==> src/rtl/id_reg_file.sv <==
// Decode-stage integer register file: 32 x 32-bit registers with a per-register
// pending-write scoreboard bit. x0 reads as zero and is never pending.
module id_reg_file (
    input  logic        clk,
    input  logic        rst,
    input  logic [4:0]  rs1,
    output logic [31:0] src1,
    output logic        modi1,
    input  logic [4:0]  rd,
    input  logic [4:0]  reg_write,
    input  logic [31:0] data_write
);

    logic [31:0] regs     [0:31];
    logic        modified [0:31];

    // Register and scoreboard update; reset clears everything and overrides writes
    always_ff @(posedge clk) begin
        if (rst) begin
            for (int i = 0; i < 32; i++) begin
                regs[i]     <= 32'd0;
                modified[i] <= 1'b0;
            end
        end else begin
            if (reg_write != 5'd0) begin
                regs[reg_write]     <= data_write;
                modified[reg_write] <= 1'b0;
            end
            // Issued on the same edge as write-back: the new producer keeps it pending
            if (rd != 5'd0) begin
                modified[rd] <= 1'b1;
            end
        end
    end

    // Combinational operand read, no write-through bypass
    always_comb begin
        src1  = 32'd0;
        modi1 = 1'b0;
        if (rs1 == 5'd0) begin
            src1  = 32'd0;
            modi1 = 1'b0;
        end else begin
            src1  = regs[rs1];
            modi1 = modified[rs1];
        end
    end

endmodule

==> config.mk <==
export PLATFORM = sky130hd
export DESIGN_NAME = id_reg_file
export DESIGN_NICKNAME = d
export VERILOG_FILES = /design/src/rtl/id_reg_file.sv
export SDC_FILE = /design/constraint.sdc
export NUM_CORES = 1
export LEC_CHECK = 0
export BUFFER_PORTS_ARGS = -buffer_cell sky130_fd_sc_hd__buf_2
export CAP_MARGIN = 20
export CORE_MARGIN = 5
export CORE_UTILIZATION = 55
export DETAILED_ROUTE_END_ITERATION = 12
export GPL_TIMING_DRIVEN = 0
export PLACE_DENSITY = 0.76
export SYNTH_ARGS = -nofsm -noshare
export SYNTH_HDL_FRONTEND = slang
export SYNTH_SLANG_ARGS = --single-unit
==> constraint.sdc <==
create_clock -name clk -period 4.4 [get_ports clk]
set_input_delay 0 -clock clk [delete_from_list [all_inputs] [get_ports clk]]
set_output_delay 0 -clock clk [all_outputs]
set_load 0.03 [all_outputs]
# --- Word level (Yosys, flattened, before mapping) ---
# Memories as Yosys holds them, arrays and structs flattened.
# Cells that the tools add are included.
totals:
  word_cells: 27
  register_bits: 0
  inputBits: 49
  n_memories: 2
  output_inout_bits: 33
  mem_bits_rw: 1056
memory_table:
  columns: ["memory", "words", "width", "read_ports", "rd_ports_with_merged_regs", "write_ports", "line_no", "source"]
  rows:
  - ["regs", 32, 32, 1, 0, 32, "14", "logic [31:0] regs [0:31];"]
  - ["modified", 32, 1, 1, 0, 32, "15", "logic modified [0:31];"]
op_classes:
  reduce_logical: 6
  n_mux: 19
op_table:
  columns: ["operator", "n"]
  rows:
  - ["two-way mux 32 bit", 2]
  - ["OR reduction 32 bit", 1]
  - ["two-way mux 5 bit", 3]
  - ["two-way mux 1 bit", 14]
  - ["nonzero test 5 bit", 2]
  - ["logical NOT 5 bit", 1]
  - ["OR reduction 1 bit", 2]

# --- Logic depth before layout (Yosys ltp) ---
logic_depth:
  ltp_word: 6
  depth_mapped: 8

# --- Least setup slack after synthesis ---
# OpenSTA, ideal clock, no wires.
synth_timing:
  path_type: "input-to-output"
  start: "input rs1[1]"
  end: "output src1[16]"
  path_slack_ns: 2.593
  stages: 7
  arrival_time_ns: 1.807
  cell_sequence: "buf_6 nor2b_1 buf_2 clkbuf_1 a221oi_1 o21ai_0 a311oi_1"
synth_via:
  elab_chain_len: 2
synth_rtl:
  columns: ["item", "line_no", "source"]
  rows:
  - ["start, declared", "6", "input logic [4:0] rs1,"]
  - ["memory (32 x 32 bit) / logical NOT 5 bit (equally long branches)", null, null]
  - ["two-way mux 32 bit (*)", "40", "if (rs1 == 5'd0) begin"]
  - ["end, declared", "7", "output logic [31:0] src1,"]
# Every way passes the cells marked *; elsewhere a longest branch is shown, timed or not.

# --- Worst setup path after layout ---
layout_timing:
  start: "input rs1[4]"
  end: "output src1[11]"
# Same word-level chain as after synthesis.

==> flow_summary.json <==
{
  "status": "completed",
  "arrival_ns": 3.32,
  "worstSetupStartpointType": "input port",
  "dp_cells": 4390,
  "worstReg2RegStart": "modified[16]$_DFF_P_",
  "r2r_slack_ns": 3.74,
  "internal_power_mw": 17.7,
  "grt_pass1_wl_um": 207000,
  "vias_per_cell": 6.35,
  "hold_violations": 0,
  "area.growth.synth_to_final_pct": 13.1,
  "hold_end": "regs[0][10]$_SDFFCE_PN0P_",
  "yosys_warnings": 0,
  "wirelength_um": 147000,
  "yosysMostFrequentCell": "edfxtp_1",
  "slowest_delay_ns": 0.99,
  "crit_path_max_fanout": 10,
  "peakVddDrop_uv": 373,
  "clkPwrFrac_pct": 40.3,
  "synth-edff-count": 1024,
  "num_vias": 29533,
  "numCtsBuffers": 108,
  "p_per_area_mw_per_mm2": 426,
  "rsz0062_at_grt": "no",
  "hpwlAfterDp_um": 98500,
  "worstHoldStart": "rst",
  "insertion_delay_ns": 0.67,
  "fmax_mhz": 301,
  "post_drt_wl_per_cell_um": 31.7,
  "synth.top_cells.by_area": "edfxtp_1, and2_1, mux4_2, clkbuf_1, mux2i_1",
  "design_area_mm2": 0.0542,
  "initial_core_util_pct": 55.4,
  "dr.first_iter.drc_count": 4436,
  "hold_path_class": "in2reg",
  "slowest_stage": "a311oi_1",
  "synth_seq_area_share_pct": 65.4,
  "finalSetupViolCount": 0,
  "die_area_mm2": 0.0933,
  "synthCells": 3118,
  "p_sw_share_pct": 23.4,
  "avgSynthCellArea_um2": 15.4,
  "drc": 0,
  "crit_path_cell_trace": "buf_2 -> or2_1 -> clkbuf_1 -> clkbuf_1 -> a211oi_1 -> a311oi_1 -> buf_2",
  "setup_tns_ns": 0,
  "post_cts_buffers": 0,
  "layout_setup_ws_ns": 1.08,
  "p_comb_share_pct": 8.9,
  "synth_ff_type": "edfxtp_1",
  "worst_ep_required_time_ns": 4.40,
  "p_leak_nw": 19.0,
  "final_cells": 4649,
  "antenna_found_initial": 9,
  "die_h_um": 305,
  "fin_util_pct": 62.6,
  "rr_worst_depth": 2,
  "grt_overflow": 0,
  "drt-pass1-iter-count": 6,
  "max_slew_margin_pct": 21.4,
  "cts.path.max_buffers": 3,
  "drive_above_1_share_pct": 19.0,
  "ctsHtreeMaxLevel": 3,
  "grtUsageTotal_pct": 31.1,
  "p_sw_mw": 5.42,
  "fin_nets": 3444,
  "ios": 82,
  "synth-async-reset-ratio_pct": 0,
  "fill_cells": 6202,
  "grt_max_degree": 34,
  "min_path_cells": 2,
  "synth_area_mm2": 0.0480,
  "die_w_um": 305,
  "gp_congestion": 0.947,
  "finalCritPeriodShare_pct": 75.6,
  "clock-sinks": 1056,
  "cts_root_buf": "clkbuf_16",
  "grt_pass1_vias": 28969,
  "pwr-share-seq_pct": 50.8,
  "synth_commonest_cells": "edfxtp_1, and2_1, mux4_2",
  "io_buffers": 77,
  "core.rowCount": 108,
  "skew_ns": 0,
  "coreArea_mm2": 0.0866,
  "fin_crit_ns": 3.32,
  "cp-end-kind": "primary output",
  "synth_top_area_share_pct": 64.1,
  "synth_top_area_cell": "edfxtp_1",
  "tritoncts": "yes",
  "ys_seq_elements": 1056,
  "slew_viol_final": 0,
  "cts.clk_slew.worst_paths_ns": 0.06,
  "worstMarginPinSlew_ns": 1.18,
  "ant_nets": 0,
  "reg2reg_to": "modified[16]$_DFF_P_",
  "max_cap_violations": 0,
  "dpl_worst_slack_ns": 1.32,
  "critPathKind": "in2out",
  "synthDistinctLibCells": 40,
  "dpl_cell_area_mm2": 0.0501
}
[worst max-delay path, delay by kind of cell]
| family | cells | cell delay (ns) |
|---|---|---|
| buffers and inverters | 4 | 1.87 |
| and+or+nand+nor | 1 | 0.15 |
| AOI/OAI and AO/OA | 2 | 1.27 |
[cells in the final DEF, fill, tap and decap left out, drive strengths merged]
cell	Yosys	final
a211oi	33	33
a221oi	24	24
a22oi	33	33
a311oi	33	33
and2	993	993
buf	83	178
bufinv	0	12
clkbuf	223	376
clkinv	0	33
clkinvlp	0	2
conb	1	32
dfxtp	32	32
diode	0	6
dlygate4sd3	0	39
edfxtp	1024	1024
inv	32	37
mux2	33	33
mux2i	66	66
mux4	231	231
nand2	42	42
nand2b	4	4
nand3	9	9
nand3b	4	4
nor2	38	38
nor2b	38	38
nor3	4	4
nor4	1	1
o2111ai	9	9
o21ai	88	88
or2	32	32
or3	2	2
or3b	5	5
or4	1	1
[cell families (layout without fill, tap and decap cells)]
group,Yosys count,in the layout,share of synthesized area [%]
other,1,38,0.00782
multiplexers,330,330,13.0
buffers and inverters,338,677,3.43
AO/OA/AOI/OAI,220,220,3.19
AND/OR/NAND/NOR,1173,1173,14.9
flip-flops,1056,1056,65.4
[flip-flops by register name (all words and copies together) (netlist names)]
signal / cells
modified: 32
regs: 1024
[stage by stage]
| step | total power, mW | hold slack (ns) |
|---|---|---|
| final | 23.1 | 0.0347 |
| after detailed placement | 13.9 | 0.328 |
| after global placement | 13.8 | 0.321 |
| after floorplan | 13.0 | 0.198 |
| after global routing | 23.6 | 0.0263 |
| after CTS | 23.0 | 0.00475 |
[area by class of cell]
| type | count | area (um^2) | area share [%] |
|---|---|---|---|
| sequential | 1056 | 31400 | 57.9 |
| multi-input combinational | 1755 | 15100 | 27.8 |
| clock buffer | 151 | 2970 | 5.47 |
| buffer | 306 | 1530 | 2.81 |
| tap | 1155 | 1450 | 2.66 |
| timing repair buffer | 136 | 1150 | 2.12 |
| clock inverter | 52 | 571 | 1.05 |
| inverter | 32 | 120 | 0.221 |
| antenna | 6 | 15.0 | 0.0277 |
[layer usage]
metal  up-vias  track usage (%)  wire length [um]
li1      12012                -                 -
met1     14860             42.6             53300
met2      2204             47.0             65800
met3       451             8.54             19200
met4         6             14.6              9020
met5         -                0                32
[repair_timing]
action | CTS | global route
hold buffers | 39 | 0
setup endpoints to repair | 0 | 0
resized for setup | 0 | 0
hold endpoints to repair | 96 | 0
[power groups by stage]
stage	combinational (mW)	sequential, mW	clock [mW]
6_report	2.06	11.7	9.32
3_5_place_dp	1.96	12.0	0
5_1_grt	2.12	11.8	9.73
2_1_floorplan	1.17	11.9	0
3_3_place_gp	1.92	11.9	0
4_1_cts	2.00	11.7	9.28
[worst max path at each step]
stage | from | to | slack (ns)
2_1_floorplan | rs1[1] | src1[16] | 2.59
3_3_place_gp | rs1[2] | src1[30] | 1.28
3_5_place_dp | rs1[0] | src1[11] | 1.32
4_1_cts | rs1[0] | src1[11] | 1.30
5_1_grt | rs1[4] | src1[11] | 1.10
6_report | rs1[4] | src1[11] | 1.08
(Power assumes the default switching activity.)
